### src/rtl/ddr_addr_pkg.sv
// rtl/ddr_addr_pkg.sv - shared constants, FSM encoding and slot address helper for DDR frame address controllers
package ddr_addr_pkg;

    localparam logic [31:0] DEF_START_ADDR = 32'h0080_0000;
    localparam logic [31:0] DEF_BLOCK_SIZE = 32'h0008_0000;
    localparam logic [31:0] DEF_WR_NUM     = 32'd5400;
    localparam logic [31:0] DEF_RD_NUM     = 32'd5400;
    localparam int          FRAME_CNT_W    = 3;

    typedef enum logic [1:0] {
        IDLE = 2'd0,
        REQ  = 2'd1,
        WAIT = 2'd2
    } addr_state_t;

    // Word address of a slot converted to a byte address; callers truncate.
    function automatic logic [31:0] slot_byte_addr(input logic [31:0]            start_addr,
                                                   input logic [31:0]            block_size,
                                                   input logic [FRAME_CNT_W-1:0] slot);
        logic [31:0] word_addr;
        word_addr = start_addr + block_size * {{(32-FRAME_CNT_W){1'b0}}, slot};
        return word_addr << 2;
    endfunction

endpackage

### src/rtl/sync_rise3.sv
// rtl/sync_rise3.sv - three-flop synchronizer with rising-edge detect
module sync_rise3 (
    input  logic clk,
    input  logic rst,
    input  logic din,
    output logic rise
);

    logic [2:0] sr;

    always_ff @(posedge clk) begin
        if (rst) begin
            sr <= 3'b000;
        end else begin
            sr <= {sr[1:0], din};
        end
    end

    // sr[0] is the metastability stage; the edge is taken from the settled pair.
    assign rise = sr[1] & ~sr[2];

endmodule

### src/rtl/rd_frame_addr_ctr.sv
// rtl/rd_frame_addr_ctr.sv - read-side frame slot selection and DDR read burst request
module rd_frame_addr_ctr
    import ddr_addr_pkg::*;
#(
    parameter logic [31:0] START_ADDR   = DEF_START_ADDR,
    parameter logic [31:0] BLOCK_SIZE   = DEF_BLOCK_SIZE,
    parameter logic [31:0] RD_NUM       = DEF_RD_NUM,
    parameter int          ADDR_WIDTH   = 30,
    parameter int          RD_NUM_WIDTH = 28,
    parameter int          REQ_CYCLES   = 5,
    parameter logic [23:0] TIMEOUT_CYC  = 24'd2_000_000
) (
    input  logic                    clk,
    input  logic                    rst,
    input  logic                    rd_vs,
    input  logic                    rd_ddr_done,
    input  logic [FRAME_CNT_W-1:0]  wr_fram_cnt,
    output logic                    rd_addr_valid,
    output logic [ADDR_WIDTH-1:0]   rd_ddr_addr,
    output logic [RD_NUM_WIDTH-1:0] rd_ddr_num,
    output logic [FRAME_CNT_W-1:0]  rd_fram_cnt,
    output logic                    rd_vs_out,
    output logic                    frame_repeat,
    output logic                    rd_timeout
);

    localparam logic [ADDR_WIDTH-1:0] RST_ADDR = ADDR_WIDTH'(slot_byte_addr(START_ADDR, BLOCK_SIZE, 3'd0));
    localparam logic [7:0]            REQ_LAST = 8'(REQ_CYCLES);

    logic                   vs_rise;
    logic                   done_rise;
    logic [FRAME_CNT_W-1:0] wr_s1, wr_s2, wr_s3;
    logic [FRAME_CNT_W-1:0] wr_cnt_s;
    logic                   started;
    logic [FRAME_CNT_W-1:0] cand;
    logic [FRAME_CNT_W-1:0] prev_slot;
    logic [7:0]             req_cnt;
    logic [23:0]            tmo_cnt;
    addr_state_t            state;

    sync_rise3 u_vs_sync (
        .clk  (clk),
        .rst  (rst),
        .din  (rd_vs),
        .rise (vs_rise)
    );

    sync_rise3 u_done_sync (
        .clk  (clk),
        .rst  (rst),
        .din  (rd_ddr_done),
        .rise (done_rise)
    );

    // Writer counter: only accept a value seen on two consecutive synced samples,
    // so a multi-bit transition caught mid-change never selects a bogus slot.
    always_ff @(posedge clk) begin
        if (rst) begin
            wr_s1    <= '0;
            wr_s2    <= '0;
            wr_s3    <= '0;
            wr_cnt_s <= '0;
            started  <= 1'b0;
        end else begin
            wr_s1 <= wr_fram_cnt;
            wr_s2 <= wr_s1;
            wr_s3 <= wr_s2;
            if (wr_s2 == wr_s3) begin
                wr_cnt_s <= wr_s2;
                if (wr_s2 != wr_cnt_s) begin
                    started <= 1'b1;
                end
            end
        end
    end

    // Newest completed slot is the one just behind the slot being written.
    assign cand       = started ? (wr_cnt_s - 3'd1) : 3'd0;
    assign rd_ddr_num = RD_NUM[RD_NUM_WIDTH-1:0];

    always_ff @(posedge clk) begin
        if (rst) begin
            state         <= IDLE;
            rd_addr_valid <= 1'b0;
            rd_vs_out     <= 1'b0;
            rd_timeout    <= 1'b0;
            rd_fram_cnt   <= '0;
            prev_slot     <= 3'd7;
            frame_repeat  <= 1'b1;
            rd_ddr_addr   <= RST_ADDR;
            req_cnt       <= '0;
            tmo_cnt       <= '0;
        end else begin
            rd_vs_out  <= 1'b0;
            rd_timeout <= 1'b0;
            case (state)
                IDLE: begin
                    if (vs_rise) begin
                        state        <= REQ;
                        rd_fram_cnt  <= cand;
                        rd_ddr_addr  <= ADDR_WIDTH'(slot_byte_addr(START_ADDR, BLOCK_SIZE, cand));
                        rd_vs_out    <= 1'b1;
                        frame_repeat <= started ? (cand == prev_slot) : 1'b1;
                        req_cnt      <= '0;
                    end
                end
                REQ: begin
                    if (req_cnt == REQ_LAST) begin
                        rd_addr_valid <= 1'b0;
                        state         <= WAIT;
                        tmo_cnt       <= '0;
                    end else begin
                        rd_addr_valid <= 1'b1;
                        req_cnt       <= req_cnt + 8'd1;
                    end
                end
                WAIT: begin
                    // A done arriving on the timeout cycle still counts as a completed read.
                    if (done_rise) begin
                        prev_slot <= rd_fram_cnt;
                        state     <= IDLE;
                    end else if (tmo_cnt == TIMEOUT_CYC - 24'd1) begin
                        rd_timeout <= 1'b1;
                        state      <= IDLE;
                    end else begin
                        tmo_cnt <= tmo_cnt + 24'd1;
                    end
                end
                default: state <= IDLE;
            endcase
        end
    end

endmodule

### config.mk
export PLATFORM = sky130hd
export DESIGN_NAME = rd_frame_addr_ctr
export DESIGN_NICKNAME = d
export VERILOG_FILES = /design/src/rtl/ddr_addr_pkg.sv /design/src/rtl/sync_rise3.sv /design/src/rtl/rd_frame_addr_ctr.sv
export SDC_FILE = /design/constraint.sdc
export NUM_CORES = 1
export LEC_CHECK = 0
export ABC_AREA = 0
export BUFFER_PORTS_ARGS = -buffer_cell sky130_fd_sc_hd__buf_2
export CAP_MARGIN = 20
export CORE_MARGIN = 3
export CORE_UTILIZATION = 45
export CTS_BUF_LIST = sky130_fd_sc_hd__clkbuf_4
export CTS_CLUSTER_SIZE = 40
export DETAILED_ROUTE_END_ITERATION = 8
export GPL_ROUTABILITY_DRIVEN = 0
export PLACE_DENSITY_LB_ADDON = 0.05
export SLEW_MARGIN = 25
export SYNTH_ARGS = -nofsm -noshare
export SYNTH_HDL_FRONTEND = slang
export SYNTH_SLANG_ARGS = --single-unit
export TNS_END_PERCENT = 30
### constraint.sdc
create_clock -name clk -period 2.37 [get_ports clk]
set_clock_uncertainty 0.2 [all_clocks]
set_input_delay 0.474 -clock clk [delete_from_list [all_inputs] [get_ports clk]]
set_output_delay 0.474 -clock clk [all_outputs]
set_load 0.005 [all_outputs]
## After elaboration in Yosys (flattened, before gate mapping)

Cells that the tools add are included.

| storage, ports and cells | value |
|---|---|
| output and inout port bits | 65 |
| word-level logic and storage cells | 68 |
| register bits after elaboration | 91 |

| cells by class | value |
|---|---|
| bitwise logic cells | 6 |
| muxes and demuxes | 17 |
| reduce and logical (&&, ||, !) cells | 11 |
| add/sub/neg operators | 4 |
| equal/unequal tests | 13 |

Operator list:

| cell | number |
|---|---|
| $mux 24 | 3 |
| $pmux 24 s2 | 1 |
| $add 24x22->25 const A | 1 |
| $add 24x1->24 const B | 1 |
| $eq 24x21->1 const B | 1 |
| $mux 8 | 2 |
| $pmux 8 s2 | 1 |
| $add 8x1->8 const B | 1 |
| $eq 8x3->1 const B | 1 |
| $mux 2 | 4 |
| $ne 2x2->1 const B | 4 |
| $eq 3x3->1 | 2 |
| $pmux 2 s3 | 1 |
| $reduce_and 2->1 | 3 |
| $reduce_and 3->1 | 2 |
| $mux 1 | 4 |
| $not 1->1 | 4 |
| $reduce_and 4->1 | 1 |
| $reduce_bool 2->1 | 2 |
| $mux 3 | 1 |
| $ne 3x3->1 | 1 |
| $ne 3x3->1 const B | 1 |
| $reduce_or 3->1 | 1 |
| $sub 3x1->3 const B | 1 |
| other kinds (6) | 7 |

## Logic depth before layout (Yosys ltp)

Gate-level depths: netlist of the first run.

| logic depth | value |
|---|---|
| word-level depth | 4 |
| gate-level depth with buffers | 9 |
| gate-level depth less buffers | 8 |

## Modules after synthesis

Synthesis of the first run repeated with hierarchy kept, for this count alone.

| second synthesis, totals | value |
|---|---|
| cells, all modules | 381 |
| area total of the unflattened synthesis | 3310.7 um^2 |

Modules (own cells, without submodules):

| module | area each (um^2) | cells each | times used |
|---|---|---|---|
| rd_frame_addr_ctr | 3135.5 | 367 | 1 |
| sync_rise3 | 87.6 | 7 | 2 |

## Worst setup path after synthesis of the first run

OpenSTA, ideal clock, no wires.

| timing path | value |
|---|---|
| path type | reg2reg |
| from | register tmo_cnt[0] |
| to | register tmo_cnt[7] |
| stages on the path, launching flop included | 9 |
| setup slack | 0.236 ns |
| setup time | 0.101 ns |
| arrival time | 1.833 ns |
| required time | 2.069 ns |
| clock period less this slack | 2.134 ns |
| cells stage by stage | dfxtp_1 ha_1 nand3_2 nor2_1 nand4_2 a211oi_4 buf_6 o21ai_1 o41ai_1 |

| between the ends | value |
|---|---|
| longest elaborated chain between the ends | 4 |

RTL lines:

| what | RTL line | text |
|---|---|---|
| from (decl) | rd_frame_addr_ctr.sv:38 | `logic [23:0] tmo_cnt;` |
| from (signal assigned) | rd_frame_addr_ctr.sv:126 | `tmo_cnt <= tmo_cnt + 24'd1;` |
| $add 24x1->24 | rd_frame_addr_ctr.sv:126 |  |
| $mux 24 | rd_frame_addr_ctr.sv:122 | `end else if (tmo_cnt == TIMEOUT_CYC - 24'd1) begin` |
| $mux 24 | rd_frame_addr_ctr.sv:119 | `if (done_rise) begin` |
| $pmux 24 s2 | rd_frame_addr_ctr.sv:96 | `case (state)` |

Several ways; a longest one is shown, not always the timed one. The select of a mux whose other input is x is not followed.
A chain may end at the register's enable or synchronous reset.

## Worst setup path after layout of the first run

| timing path | value |
|---|---|
| from | register tmo_cnt[9] |
| to | register tmo_cnt[18] |

Same word-level chain as after synthesis.

==> flow_summary.toml, run 1 <==
[route]
viasPerCell = 4.85
routed_wl_mm = 5.91
ant_nets = 0
num_vias = 2451
routed_wire_length_per_instance_um = 11.7
drtIter0Drc = 116
drtPass1Iterations = 4
drc = 0

[layout]
multi_input_combinational_cell_area_mm2 = 0.00163
area_growth_synth_to_finish_pct = 6.17
final_layout_size_suffix_gt1_share_pct = 13.4
final_nets = 415
fill_cells = 684
num_antenna_cells = 0
seqCellArea_mm2 = 0.00126

[synthesis]
netlist_top_cells_area = "dfxtp_1 39%, buf_4 14%, o21ai_1 5.0%, nor2_1 4.4%, nor2b_1 4.1%"
synth-seq-area-share_pct = 39.3
async_flop_share_pct = 0
post_synth_instance_area_mm2 = 0.00321
yosysTopAreaCell = "dfxtp_1"
post_synth_inst_count = 378
synth.most_common_cell = "dfxtp_1"
synth_enable_flop_cells = 0
synth_common_cells = "63 x dfxtp_1, 58 x buf_4, 38 x nor2_1, 32 x o21ai_1, 25 x nand2_1"
synth_largest_type_area_fraction_pct = 39.3
yosysUniqueCellTypes = 45
post_synth.cell_area_avg_um2 = 8.48
synthFlopType = "dfxtp_1"
synthesis.yosys.warnings = 0
synth-seq-cells = 63

[placed_design]
dpl.hpwl_mm = 4.23
numPortBuffers = 16

[sta]
slew_headroom_pct = 66.1
final_count_of_pins_violating_max_slew = 0
clock.fmax_ghz = 0.468
max_slew.worst_pin.slew_ps = 504
grt_setup_unrepaired = "no"
timing.final.hold_violations = 0
finalSetupViolCount = 0
finalWorstPathRequiredPeriod_ps = 2140
post-route-period-util_pct = 90.2
setup_tns_ps = 0

[global_route]
grt_start_max_net_pins = 27
first_global_vias = 2113
antenna_violations_before_repair = 0
grt_first_pass_wirelength_mm = 10.1
globalRouteTotalUtil_pct = 15.6
grt_overflow = 0

[critical_path]
endpoint_kind = "flip-flop"
cp_cell_sequence = "nand4_1 -> nor4_1 -> buf_4 -> and4_1 -> nor2_1 -> o21ai_1 -> o21ai_0"
critical_path_class = "reg -> reg"
crit_path_max_incr_delay_ps = 480
critPathRequiredTime_ps = 2460
timing.critical_path.arrival_ps = 2230
critPathMaxFanout = 9
worstSetupStartpointType = "flip-flop"
crit_path_top_delay_cell = "dfxtp_1"

[hold_path]
hold_class = "in -> reg"

[pwr]
vdd_ir_drop_max_mv = 0.337
post-layout-total-power_mw = 2.06
p_per_area_mw_per_mm2 = 606
power.static_leakage_nw = 1.36

[floorplanning]
die-height_um = 90.4
floorplan.die.width_um = 90.4
core-area_mm2 = 0.00687
die_footprint_mm2 = 0.00817
floorplan.initialDensity_pct = 46.7
num_rows = 30
boundaryPins = 72

[clock_tree]
clk_transition_reported_paths_ps = 120
postCtsSetupRepairBufs = 0
clkSinkCount = 63
cts_root_buffer = "clkbuf_4"
tritoncts_buffer_count = 9
postCtsResizedCells = 0
insertion_delay_ps = 400
htree_num_levels = 3
cts-root-to-sink-buffers = 2
tritoncts = "built"
holdBufCountCts = 0

[run]
cap_violations = 0

[run_status]
outcome = "completed"
[final timing paths]
| path | startpoint | to | slack, ps | cells after the start |
|---|---|---|---|---|
| worst min-delay path | rd_vs | u_vs_sync.sr[0] | 70 | 2 |
| worst max register to register | tmo_cnt[9] | tmo_cnt[18] | 230 | 7 |
| worst min register to register | wr_s1[0] | wr_s2[0] | 250 | 1 |
| worst max-delay path | tmo_cnt[9] | tmo_cnt[18] | 230 | 7 |
[stage by stage]
stage / setup slack, ps / area (µm²) / utilization, % / hold WS (ps) / instances
after global routing: 40.9 / 3400 / 49.5 / 14.7 / 505
final: 231 / 3400 / 49.5 / 71.2 / 505
after CTS: 190 / 3400 / 49.5 / 23.7 / 505
after global placement: 226 / 3230 / 47.0 / 216 / 489
after detailed placement: 216 / 3230 / 47.0 / 223 / 489
after floorplan: 236 / 3400 / - / 214 / 431
[metal layers]
metal	global-route usage, %	share of wire [%]	vias up
li1	-	-	1259
met1	21.7	51	1102
met2	21.8	41	86
met3	6.08	7.3	4
met4	5.36	0.78	0
met5	0	0	-
[state kept, by name, indices dropped and copies added, names as in the netlist]
register / cells
wr_s1: 3
req_cnt: 8
state: 2
u_vs_sync.sr: 3
wr_cnt_s: 3
wr_s3: 3
rd_ddr_addr: 3
wr_s2: 3
prev_slot: 3
started: 1
rd_timeout: 1
frame_repeat: 1
rd_vs_out: 1
u_done_sync.sr: 3
rd_addr_valid: 1
tmo_cnt: 24
[logic make-up (layout without fill, tap and decap cells)]
group | count (synthesis) | in the layout | share of synthesized area (%)
and+or+nand+nor | 145 | 145 | 24.3
buffers and inverters | 73 | 51 | 16.1
AOI/OAI and AO/OA | 72 | 72 | 13.2
DFF | 63 | 63 | 39.3
xor gates and xnor gates | 16 | 16 | 4.37
adders and majority gates | 4 | 4 | 1.56
muxes | 3 | 3 | 0.937
other | 2 | 55 | 0.234
[where the power goes]
group,internal [mW],switching [mW]
registers,1.08,0.0132
logic,0.0393,0.0667
clock network,0.440,0.426
[final cells by class]
class,instances,area share [%]
repair buffers,30,5.81
well taps,96,3.53
inverters,5,0.551
multi-input cells,295,48.0
clock buffers,9,1.99
clock inverters,7,3.05
flip-flops and latches,63,37.1
[worst max-delay path: cells and delay by family, from the launching register on]
kind	cells	cell delay [ps]
AOI/OAI and AO/OA	2	210
buffers and inverters	1	190
DFF	1	480
and+or+nand+nor	4	950
[layout by cell type (no fill, tap or decap), types with 8 or more instances in the layout]
| cell type | count |
|---|---|
| o21ai_0 | 8 |
| nand4_1 | 12 |
| nand3_1 | 13 |
| conb_1 | 55 |
| nor2b_1 | 21 |
| nand2_1 | 25 |
| xor2_1 | 8 |
| clkbuf_4 | 9 |
| o21ai_1 | 32 |
| a21oi_1 | 13 |
| buf_2 | 16 |
| nor2_1 | 38 |
| buf_4 | 13 |
| xnor2_1 | 8 |
| dfxtp_1 | 63 |
(Power assumes the default switching activity.)
==> run 2: changes to the inputs <==
ABC_CLOCK_PERIOD_IN_PS = 2370   (was default)
PLACE_DENSITY_LB_ADDON = 0.12   (was 0.05)
==> flow_summary.toml, run 2 (same netlist as run 1, synthesis figures left out) <==
[run]
cap_violations = 0

[layout]
final_nets = 431
num_antenna_cells = 0
final_cell_mix = "63 x dfxtp_1, 55 x conb_1, 38 x nor2_1"
final_design_area_no_fill_mm2 = 0.00348
largest_reg_flops = 24
seqCellArea_mm2 = 0.00126
regMostFlops = "tmo_cnt"
fill_cells = 711
final_layout_size_suffix_gt1_share_pct = 16.9
multi_input_combinational_cell_area_mm2 = 0.00164
top_flop_regs = "tmo_cnt (24), req_cnt (8)"
postLayoutCoreUtil_pct = 50.6
area_growth_synth_to_finish_pct = 8.47
final_common_cell = "dfxtp_1"

[floorplanning]
floorplan.initialDensity_pct = 46.7
core-area_mm2 = 0.00687
floorplan.die.width_um = 90.4
num_rows = 30
die_footprint_mm2 = 0.00817
boundaryPins = 72
die-height_um = 90.4

[route]
drtIter0Drc = 101
routed_wl_mm = 6.14
ant_nets = 0
viasPerCell = 4.88
drc = 0
drtPass1Iterations = 4
routed_wire_length_per_instance_um = 11.8
num_vias = 2544

[pwr]
p_per_area_mw_per_mm2 = 524
vdd_ir_drop_max_mv = 0.228
post-layout-total-power_mw = 1.82
power.static_leakage_nw = 1.42

[clock_tree]
clk_transition_reported_paths_ps = 110
insertion_delay_ps = 410
clkSinkCount = 63
tritoncts = "built"
holdBufCountCts = 0
cts-root-to-sink-buffers = 2
tritoncts_buffer_count = 9
cts_root_buffer = "clkbuf_4"
postCtsSetupRepairBufs = 0
htree_num_levels = 3

[global_route]
grt_first_pass_wirelength_mm = 10.0
antenna_violations_before_repair = 0
grt_overflow = 0
grt_start_max_net_pins = 36
globalRouteTotalUtil_pct = 14.9
first_global_vias = 2173

[sta]
grt_setup_unrepaired = "no"
finalWorstPathRequiredPeriod_ps = 2180
timing.final.hold_violations = 0
clock.fmax_ghz = 0.459
final_count_of_pins_violating_max_slew = 0
slew_headroom_pct = 64.4
post-route-period-util_pct = 92.0
max_slew.worst_pin.slew_ps = 529
setup_tns_ps = 0
finalSetupViolCount = 0
setup_slack_ps = 189

[critical_path]
regToRegEndpoint = "tmo_cnt[18]"
timing.critical_path.arrival_ps = 2290
critical_path_class = "reg -> reg"
worstSetupStartpointType = "flip-flop"
worst_r2r_startpoint = "tmo_cnt[9]"
worst-r2r-setup-slack_ps = 190
endpoint_kind = "flip-flop"
r2r.worst_path.cells = 8
critPathMaxFanout = 8
critPathRequiredTime_ps = 2470

[placed_design]
place_ws_ps = -170
dpl.hpwl_mm = 4.33
numPortBuffers = 16
postPlaceCellArea_mm2 = 0.00335

[hold_path]
worstHoldEndpoint = "wr_s1[0]"
worst_hold_startpoint = "wr_fram_cnt[0]"
hold_depth = 2
hold_class = "in -> reg"

[run_status]
outcome = "completed"
[run 2: stage by stage]
step / hold WS, ps / std cells
global route: 48.2 / 521
global placement: 216 / 505
finish: 62.9 / 521
CTS: 39.9 / 521
detailed placement: 225 / 505
floorplan: 214 / 431
[run 2: repair_timing]
action                     4_1_cts  5_1_grt
pin swaps                        0        0
resized for setup                1        2
setup endpoints to repair        3        3
[run 2: worst max-delay path, stage by stage (launching register included)]
cell and delay, ps:
dfxtp_1 370, buf_4 160, nand4_1 270, nor4_1 420, buf_4 190, and4_1 210, nor2_1 50, o21ai_1 120
o21ai_0 100
[run 2: worst max-delay path by stage]
stage	start	endpoint	slack, ps	cells after the start
after detailed placement	rst	tmo_cnt[19]	-170	6
after CTS	tmo_cnt[9]	tmo_cnt[19]	190	5
after global placement	rst	tmo_cnt[19]	-130	6
after global routing	tmo_cnt[9]	tmo_cnt[19]	40	5
final	tmo_cnt[9]	tmo_cnt[18]	190	8
after floorplan	tmo_cnt[0]	tmo_cnt[7]	240	8
[run 2: layout make-up]
type                            instances  area share [%]
Multi-Input combinational cell        295            47.2
Sequential cell                        63            36.3
Timing Repair Buffer                   46            9.14
Tap cell                               96            3.45
Clock buffer                            9            1.94
Clock inverter                          7            1.44
Inverter                                5           0.540
[run 2: metal layers]
metal  part of all wire (%)  up-vias  global-route usage (%)  wire length (µm)
li1                       -     1280                       -                 -
met1                     51     1176                    20.1              3130
met2                     42       75                    21.5              2550
met3                    5.5       13                    4.17               337
met5                      0        -                       0                 0
met4                    1.9        0                    7.40               117
[run 2: report_power, final]
group,leakage (nW),internal [mW],switching (mW)
logic,0.849,0.0383,0.0668
clock network,0.0579,0.214,0.412
registers,0.511,1.08,0.0134
total,1.42,1.33,0.492
